[config.mk]
export PLATFORM = sky130hd
export DESIGN_NAME = bram_rdata_fifo
export DESIGN_NICKNAME = d
export VERILOG_FILES = /design/src/rtl/bram_rdata_fifo.sv
export SDC_FILE = /design/constraint.sdc
export NUM_CORES = 1
export LEC_CHECK = 0
export BUFFER_PORTS_ARGS = -buffer_cell sky130_fd_sc_hd__buf_4
export CAP_MARGIN = 40
export CORE_MARGIN = 2
export CORE_UTILIZATION = 44
export DETAILED_ROUTE_END_ITERATION = 7
export GPL_TIMING_DRIVEN = 0
export PLACE_DENSITY = 0.65
export SYNTH_ARGS = -nofsm -noshare
export SYNTH_HDL_FRONTEND = slang
export SYNTH_SLANG_ARGS = --single-unit
export TNS_END_PERCENT = 100
[constraint.sdc]
create_clock -name clk -period 9.55 [get_ports clk]
set_input_delay 1.91 -clock clk [delete_from_list [all_inputs] [get_ports clk]]
set_output_delay 1.91 -clock clk [all_outputs]
set_load 0.01 [all_outputs]
[src/rtl/bram_rdata_fifo.sv]
// bram_rdata_fifo
// Read-return buffer between the BRAM controller and the CPU read port.
// Words returning from the controller (no backpressure) are stored in order
// and presented first-word-fall-through on a valid/ready port. Reads still in
// flight in the controller are tracked so the arbiter only gets issue credit
// when a returning word is guaranteed a free slot.
//
// Handshake: the head entry transfers on any rising edge where
// out_valid=1 and out_ready=1. out_valid never depends on out_ready.
// in_valid is a plain strobe and is sampled every cycle; a word that
// arrives while the buffer is full and nothing pops is dropped and
// flagged on the sticky overflow output.

module bram_rdata_fifo #(
    parameter int DW    = 32,
    parameter int DEPTH = 16,
    parameter int AW    = $clog2(DEPTH)
) (
    input  logic          clk,
    input  logic          rst,
    input  logic          in_valid,
    input  logic [DW-1:0] in_data,
    input  logic          rd_issue,
    output logic          credit_ok,
    output logic          out_valid,
    output logic [DW-1:0] out_data,
    input  logic          out_ready,
    output logic [AW:0]   count,
    output logic [AW:0]   outstanding,
    output logic          overflow
);

    localparam logic [AW+1:0] DEPTH_W = (AW+2)'(DEPTH);
    localparam logic [AW:0]   OUT_MAX = '1;

    logic [DW-1:0] mem_q [DEPTH];

    logic [AW:0]   wr_ptr_q, wr_ptr_d;
    logic [AW:0]   rd_ptr_q, rd_ptr_d;
    logic [AW:0]   outstanding_q, outstanding_d;
    logic          overflow_q, overflow_d;

    logic          empty;
    logic          full;
    logic          push;
    logic          pop;
    logic          drop;
    logic [AW:0]   count_w;
    logic [AW+1:0] credit_sum;

    // Status, handshake decode and next-state computation.
    always_comb begin
        empty      = (wr_ptr_q == rd_ptr_q);
        full       = (wr_ptr_q[AW-1:0] == rd_ptr_q[AW-1:0]) &&
                     (wr_ptr_q[AW] != rd_ptr_q[AW]);
        count_w    = wr_ptr_q - rd_ptr_q;
        pop        = ~empty & out_ready;
        // A pop in the same cycle frees the slot, so a full buffer still accepts.
        push       = in_valid & (~full | pop);
        drop       = in_valid & full & ~pop;

        wr_ptr_d   = push ? wr_ptr_q + 1'b1 : wr_ptr_q;
        rd_ptr_d   = pop  ? rd_ptr_q + 1'b1 : rd_ptr_q;
        overflow_d = overflow_q | drop;

        // Issue and return in the same cycle cancel. Unsolicited returns
        // (e.g. words already in flight across a reset) must not underflow.
        outstanding_d = outstanding_q;
        if (rd_issue && !in_valid && outstanding_q != OUT_MAX) begin
            outstanding_d = outstanding_q + 1'b1;
        end else if (in_valid && !rd_issue && outstanding_q != '0) begin
            outstanding_d = outstanding_q - 1'b1;
        end

        // Extra bit so count + outstanding cannot wrap before the compare.
        credit_sum = {1'b0, count_w} + {1'b0, outstanding_q};
    end

    // Pointer, outstanding and sticky overflow state with asynchronous clear.
    always_ff @(posedge clk or posedge rst) begin
        if (rst) begin
            wr_ptr_q      <= '0;
            rd_ptr_q      <= '0;
            outstanding_q <= '0;
            overflow_q    <= 1'b0;
        end else begin
            wr_ptr_q      <= wr_ptr_d;
            rd_ptr_q      <= rd_ptr_d;
            outstanding_q <= outstanding_d;
            overflow_q    <= overflow_d;
        end
    end

    // Storage array; contents need no reset because the pointers gate visibility.
    always_ff @(posedge clk) begin
        if (push) begin
            mem_q[wr_ptr_q[AW-1:0]] <= in_data;
        end
    end

    // Output drive: head word is forced to zero whenever the buffer is empty.
    always_comb begin
        out_valid   = ~empty;
        out_data    = empty ? '0 : mem_q[rd_ptr_q[AW-1:0]];
        count       = count_w;
        outstanding = outstanding_q;
        overflow    = overflow_q;
        credit_ok   = (credit_sum < DEPTH_W);
    end

endmodule

==> flow_summary.yaml, run 1 <==
worst_hold_path:
  hp-class: "register to register"
synth:
  yosysSeqAreaShare: 0.7524
  netlist_instances: 976
  avgSynthCellArea_um2: 21.48
  synth.cell_area_mm2: 0.02097
  yosys_most_used_dff: "edfxtp_1"
  synth_edf_count: 512
  ys_seq_elements: 528
  yosysUniqueCellTypes: 46
  yosysWarnings: 0
  synth_fp_nets: 1031
  ys_async_sr_fraction: 0.03030
placed_design:
  globalplace.congestion: 0.7502
  place_area_mm2: 0.02286
  hpwl_um: 28890
  portBuffers: 80
  place_inst: 1692
timing:
  setup_viol: 0
  worstMarginPinSlew_ns: 0.8243
  fin_crit_sh: 0.6436
  hold_violations: 0
  fmax_mhz: 162.7
  fin_crit_ns: 6.147
  rsz0062_at_grt: "no"
  slew_headroom: 0.4496
  fin_tns_setup_ns: 0
  fin_skew_ns: 0.01144
  drv_slew: 0
power:
  max-vdd-ir-drop_mv: 0.1725
  power_frac_clock: 0.254
  internal_power_w: 0.005239
  swShare: 0.3156
  power.leakage_nw: 8.198
  seq_power_share: 0.377
  p_per_area_mw_per_mm2: 312.8
  power_frac_comb: 0.369
  p_sw_w: 0.002416
finish:
  fin_nets: 1194
  drive_gt1_frac: 0.3514
  area_growth_pct: 16.70
  fillers: 3622
  final-seq-area_mm2: 0.01578
  layout_commonest_cell: "edfxtp_1"
  final_cell_mix: "512 x edfxtp_1, 124 x mux4_2, 96 x buf_4"
  multiInputGateArea_mm2: 0.004753
  antenna_cells: 0
  stdcell_count: 1788
  fin_area_mm2: 0.02447
route:
  dr.pass1.iters: 5
  route.detailed.drc: 0
  routed_wirelength_um: 44100
  viasPerCell: 5.511
  ant_nets: 0
  vias: 9854
  wire_per_inst_um: 24.67
  drtIter0Drc: 793
clock_network:
  hold_buffers: 0
  post_cts.repair.setup_buffers: 0
  cts-root-buf: "clkbuf_16"
  clk_latency_ns: 0.58
  cts.clk_slew.worst_paths_ns: 0.06
  cts_num_sinks: 528
  cts-buffers-inserted: 52
  cts_max_level: 2
  post_cts_resize_count: 0
  clk_path_buf_depth: 3
  cts_tree: "done"
die:
  core_mm2: 0.04675
  fp.dieArea_mm2: 0.04942
  boundaryPins: 82
  placementRows: 79
  die_y_um: 222.3
  die_x_um: 222.3
  initial_utilization: 0.4485
critical_path:
  start_kind: "register"
  critPathArrivalTime_ns: 4.24
  crit_required_ns: 7.64
  path_class: "register to output port"
  end_kind: "output port"
  path_max_fanout: 10
global_route:
  grt_overflow: 0
  grt_antenna_before_repair: 1
  grt_pass1_vias: 10289
  grt_start_max_net_pins: 20
  grt_pass1_wl_um: 65810
  grt_usage: 0.1823
run:
  maxCapViolCount: 0
status:
  status: "finished, final reports clean"
## through the flow
stage	utilization	hold slack, ns	worst slack (ns)	power (W)
2_1_floorplan	-	0.4924	4.316	0.004735
3_3_place_gp	0.4776	0.4489	1.857	0.005719
3_5_place_dp	0.4890	0.4502	3.947	0.005819
4_1_cts	0.5234	0.4644	3.304	0.007771
5_1_grt	0.5234	0.5189	3.227	0.008032
6_report	0.5234	0.4594	3.403	0.007655
## metal layers
| metal | track usage | wire, um |
|---|---|---|
| met3 | 0.04470 | 2832 |
| met4 | 0.04861 | 964 |
| met1 | 0.2410 | 18380 |
| met5 | 0 | 8 |
| met2 | 0.3041 | 21910 |
## sequential cells by signal (all words and copies together) (netlist names)
register     flops
mem_q          512
outstanding      5
rd_ptr_q         5
wr_ptr_q         5
overflow         1
## worst max-delay path, cell delays in order (launching register included)
cell and delay, ns:
dfrtp_1 0.39, buf_6 0.15, buf_12 0.16, buf_8 0.19
buf_4 0.26, buf_2 0.35, inv_1 0.15, ha_1 0.32
and4_1 0.23, a21oi_1 0.57, buf_2 0.40, nand2_1 0.16
o221ai_1 0.14, buf_4 0.18
## area by class of cell
class                      count  share of cell area
clock buffer                  64             0.05589
sequential                   528              0.6447
tap                          607             0.03104
buffer                        46             0.01171
inverter                      70             0.01074
multi-input combinational    332              0.1943
timing repair buffer         109             0.04188
clock inverter                32            0.009817
## logic make-up (layout without fill, tap and decap cells)
kind of cell,after synthesis,after routing,share of synthesized area
adder cells (fa/ha/maj),18,18,0.01146
AND/OR/NAND/NOR,80,80,0.01701
multiplexers,164,164,0.1575
buffers and inverters,116,321,0.02620
flip-flops,528,528,0.7524
XOR/XNOR,15,15,0.006624
AO/OA/AOI/OAI,55,55,0.02882
## power groups by stage
stage / logic (W) / clock network (W) / registers [W]
6_report: 0.00282 / 0.00195 / 0.00288
3_5_place_dp: 0.00288 / 0 / 0.00293
2_1_floorplan: 0.00181 / 0 / 0.00292
5_1_grt: 0.00305 / 0.00208 / 0.00291
3_3_place_gp: 0.00277 / 0 / 0.00295
4_1_cts: 0.00290 / 0.00199 / 0.00289
## Yosys cell counts (2+ instances only)
cell type | number | area (um2)
buf_4 | 4 | 30.03
nand4_1 | 2 | 12.51
nor2_1 | 12 | 45.04
buf_2 | 25 | 125.1
mux2_1 | 3 | 33.78
o21ai_0 | 3 | 15.01
o221ai_2 | 27 | 405.4
o211ai_1 | 2 | 15.01
mux4_1 | 4 | 105.1
nand2b_1 | 2 | 12.51
xnor2_1 | 10 | 87.58
o221ai_1 | 4 | 35.03
xor2_1 | 4 | 35.03
clkbuf_1 | 7 | 26.28
a21o_1 | 5 | 37.54
nand2_1 | 41 | 153.9
nand3_1 | 8 | 40.04
mux2_2 | 33 | 371.6
dfrtp_1 | 16 | 400.4
o21ai_1 | 3 | 15.01
and2_1 | 2 | 12.51
buf_1 | 5 | 18.77
a21oi_1 | 5 | 25.02
fa_1 | 2 | 40.04
mux4_2 | 124 | 2793
inv_1 | 70 | 262.8
nor3_1 | 5 | 25.02
edfxtp_1 | 512 | 15370
ha_1 | 16 | 200.2
buf_12 | 3 | 60.06
and3_1 | 2 | 12.51
## worst paths after layout
kind | depth (start not counted) | end | from | slack, ns
hold reg to reg | 1 | overflow$_DFF_PP0_ | overflow$_DFF_PP0_ | 0.46
setup reg to reg | 12 | mem_q[10][16]$_DFFE_PP_ | rd_ptr_q[1]$_DFFE_PP0P_ | 5.47
max in group asynchronous | 2 | outstanding[0]$_DFFE_PP0P_ | rst | 7.70
hold / removal | 1 | overflow$_DFF_PP0_ | overflow$_DFF_PP0_ | 0.46
setup / recovery | 13 | out_data[2] | rd_ptr_q[1]$_DFFE_PP0P_ | 3.40
min in group asynchronous | 2 | overflow$_DFF_PP0_ | rst | 1.42
Note: power is estimated with default switching activity, not from simulation.
==> run 2: changes to the inputs <==
PLACE_DENSITY = 0.67   (was 0.65)
clock period = 5.5 ns   (was 9.55 ns; I/O delays follow)
==> run 2 against run 1 <==
Register-to-register slack lost 4.1 ns. Cell count increased by 0.22%. Sequential cell count did not move. Via count grew 1.5%. Final area increased by 0.89%. Largest cell class unchanged. Largest power group unchanged. Highest routed layer is now met4.
==> flow_summary.yaml, run 2 (synthesized netlist as in run 1, its figures left out) <==
power:
  max-vdd-ir-drop_mv: 0.2992
  p_total_w: 0.01348
  power.leakage_nw: 8.291
  p_per_area_mw_per_mm2: 546.2
die:
  core_mm2: 0.04675
  fp.dieArea_mm2: 0.04942
  die_x_um: 222.3
  initial_utilization: 0.4485
  boundaryPins: 82
  die_y_um: 222.3
  placementRows: 79
clock_network:
  post_cts_resize_count: 0
  post_cts.repair.setup_buffers: 0
  cts_num_sinks: 528
  clk_path_buf_depth: 3
  cts_tree: "done"
  clk_latency_ns: 0.59
  cts_max_level: 2
  cts-buffers-inserted: 54
  cts-root-buf: "clkbuf_16"
  cts.clk_slew.worst_paths_ns: 0.06
  hold_buffers: 0
global_route:
  grt_start_max_net_pins: 22
  grt_usage: 0.1842
  grt_overflow: 0
  grt_antenna_before_repair: 1
  grt_pass1_vias: 10598
  grt_pass1_wl_um: 67290
placed_design:
  portBuffers: 80
  place_ws_ns: 0.7439
  place_area_mm2: 0.02298
  globalplace.congestion: 0.7689
  place_inst: 1696
  hpwl_um: 28990
route:
  viasPerCell: 5.579
  drtIter0Drc: 879
  routed_wirelength_um: 44470
  vias: 9997
  dr.pass1.iters: 5
  ant_nets: 0
  wire_per_inst_um: 24.82
  route.detailed.drc: 0
finish:
  layout_commonest_cell: "edfxtp_1"
  utilization: 0.5281
  fin_nets: 1200
  area_growth_pct: 17.75
  drive_gt1_frac: 0.3615
  final_cell_mix: "512 x edfxtp_1, 124 x mux4_2, 95 x buf_4"
  stdcell_count: 1792
  largest_reg_flops: 512
  fin_area_mm2: 0.02469
  fillers: 3584
timing:
  fin_crit_sh: 0.9772
  setup_ws_ns: 0.1255
  rsz0062_at_grt: "no"
  fin_crit_ns: 5.374
  drv_slew: 0
  worstMarginPinSlew_ns: 0.8800
  hold_violations: 0
  fin_skew_ns: 0.01959
  slew_headroom: 0.4120
  fmax_mhz: 186.1
  setup_viol: 0
critical_path:
  start_kind: "register"
  crit_required_ns: 4.40
  cp_cell_sequence: "buf_6 -> buf_12 -> buf_8 -> buf_4 -> buf_2 -> inv_1 -> ha_1 -> and4_1 -> nand2_2 -> nand3_1 -> buf_1 -> buf_6 -> o221ai_1 -> buf_4"
  end_kind: "output port"
  reg2reg_from: "rd_ptr_q[1]$_DFFE_PP0P_"
  critPathArrivalTime_ns: 4.27
  path_class: "register to output port"
  startpoint: "rd_ptr_q[1]$_DFFE_PP0P_"
  path_max_fanout: 10
  crit_slowest_cell: "o221ai_1"
  path_buf_inv: 9
  cp_slowest_stage_delay_ns: 0.43
  crit_family: "buffers and inverters"
worst_hold_path:
  hp-class: "register to register"
  hp-start: "overflow$_DFF_PP0_"
status:
  status: "finished, final reports clean"
run:
  maxCapViolCount: 0
-- run 2: cell type report --
class | count | area, um2 | share of cell area
Clock buffer | 66 | 1460 | 0.05914
Inverter | 70 | 262.8 | 0.01064
Timing Repair Buffer | 113 | 1146 | 0.04642
Clock inverter | 29 | 242.7 | 0.009832
Buffer | 46 | 286.5 | 0.01161
Tap cell | 607 | 759.5 | 0.03076
Multi-Input combinational cell | 332 | 4753 | 0.1925
Antenna cell | 1 | 2.502 | 0.0001014
Sequential cell | 528 | 15780 | 0.6390
-- run 2: worst paths after layout --
path	endpoint	slack (ns)	depth (start not counted)
max in group asynchronous	wr_ptr_q[1]$_DFFE_PP0P_	4.49	2
worst max-delay path	out_data[31]	0.13	14
min in group asynchronous	outstanding[3]$_DFFE_PP0P_	0.59	2
worst min-delay path	overflow$_DFF_PP0_	0.49	1
worst min register to register	overflow$_DFF_PP0_	0.49	1
worst max register to register	mem_q[1][12]$_DFFE_PP_	1.42	13
-- run 2: per-stage QoR --
stage / TNS, ns / hold slack, ns
4_1_cts: 0 / 0.4906
5_1_grt: 0 / 0.5189
6_report: 0 / 0.4890
3_5_place_dp: 0 / 0.4763
2_1_floorplan: 0 / 0.4924
3_3_place_gp: -407.68 / 0.4662
-- run 2: where the power goes --
group / internal [W] / leakage (nW) / switching, W
registers: 0.00486 / 4.82 / 0.000152
logic: 0.00232 / 2.65 / 0.00263
clock network: 0.00206 / 0.829 / 0.00147
-- run 2: layer usage --
| layer | vias up | routed length (um) | global-route usage |
|---|---|---|---|
| li1 | 4328 | - | - |
| met1 | 5329 | 18650 | 0.2453 |
| met2 | 268 | 22670 | 0.3152 |
| met3 | 72 | 2248 | 0.03174 |
| met4 | 0 | 911 | 0.04926 |
| met5 | - | 0 | 0 |
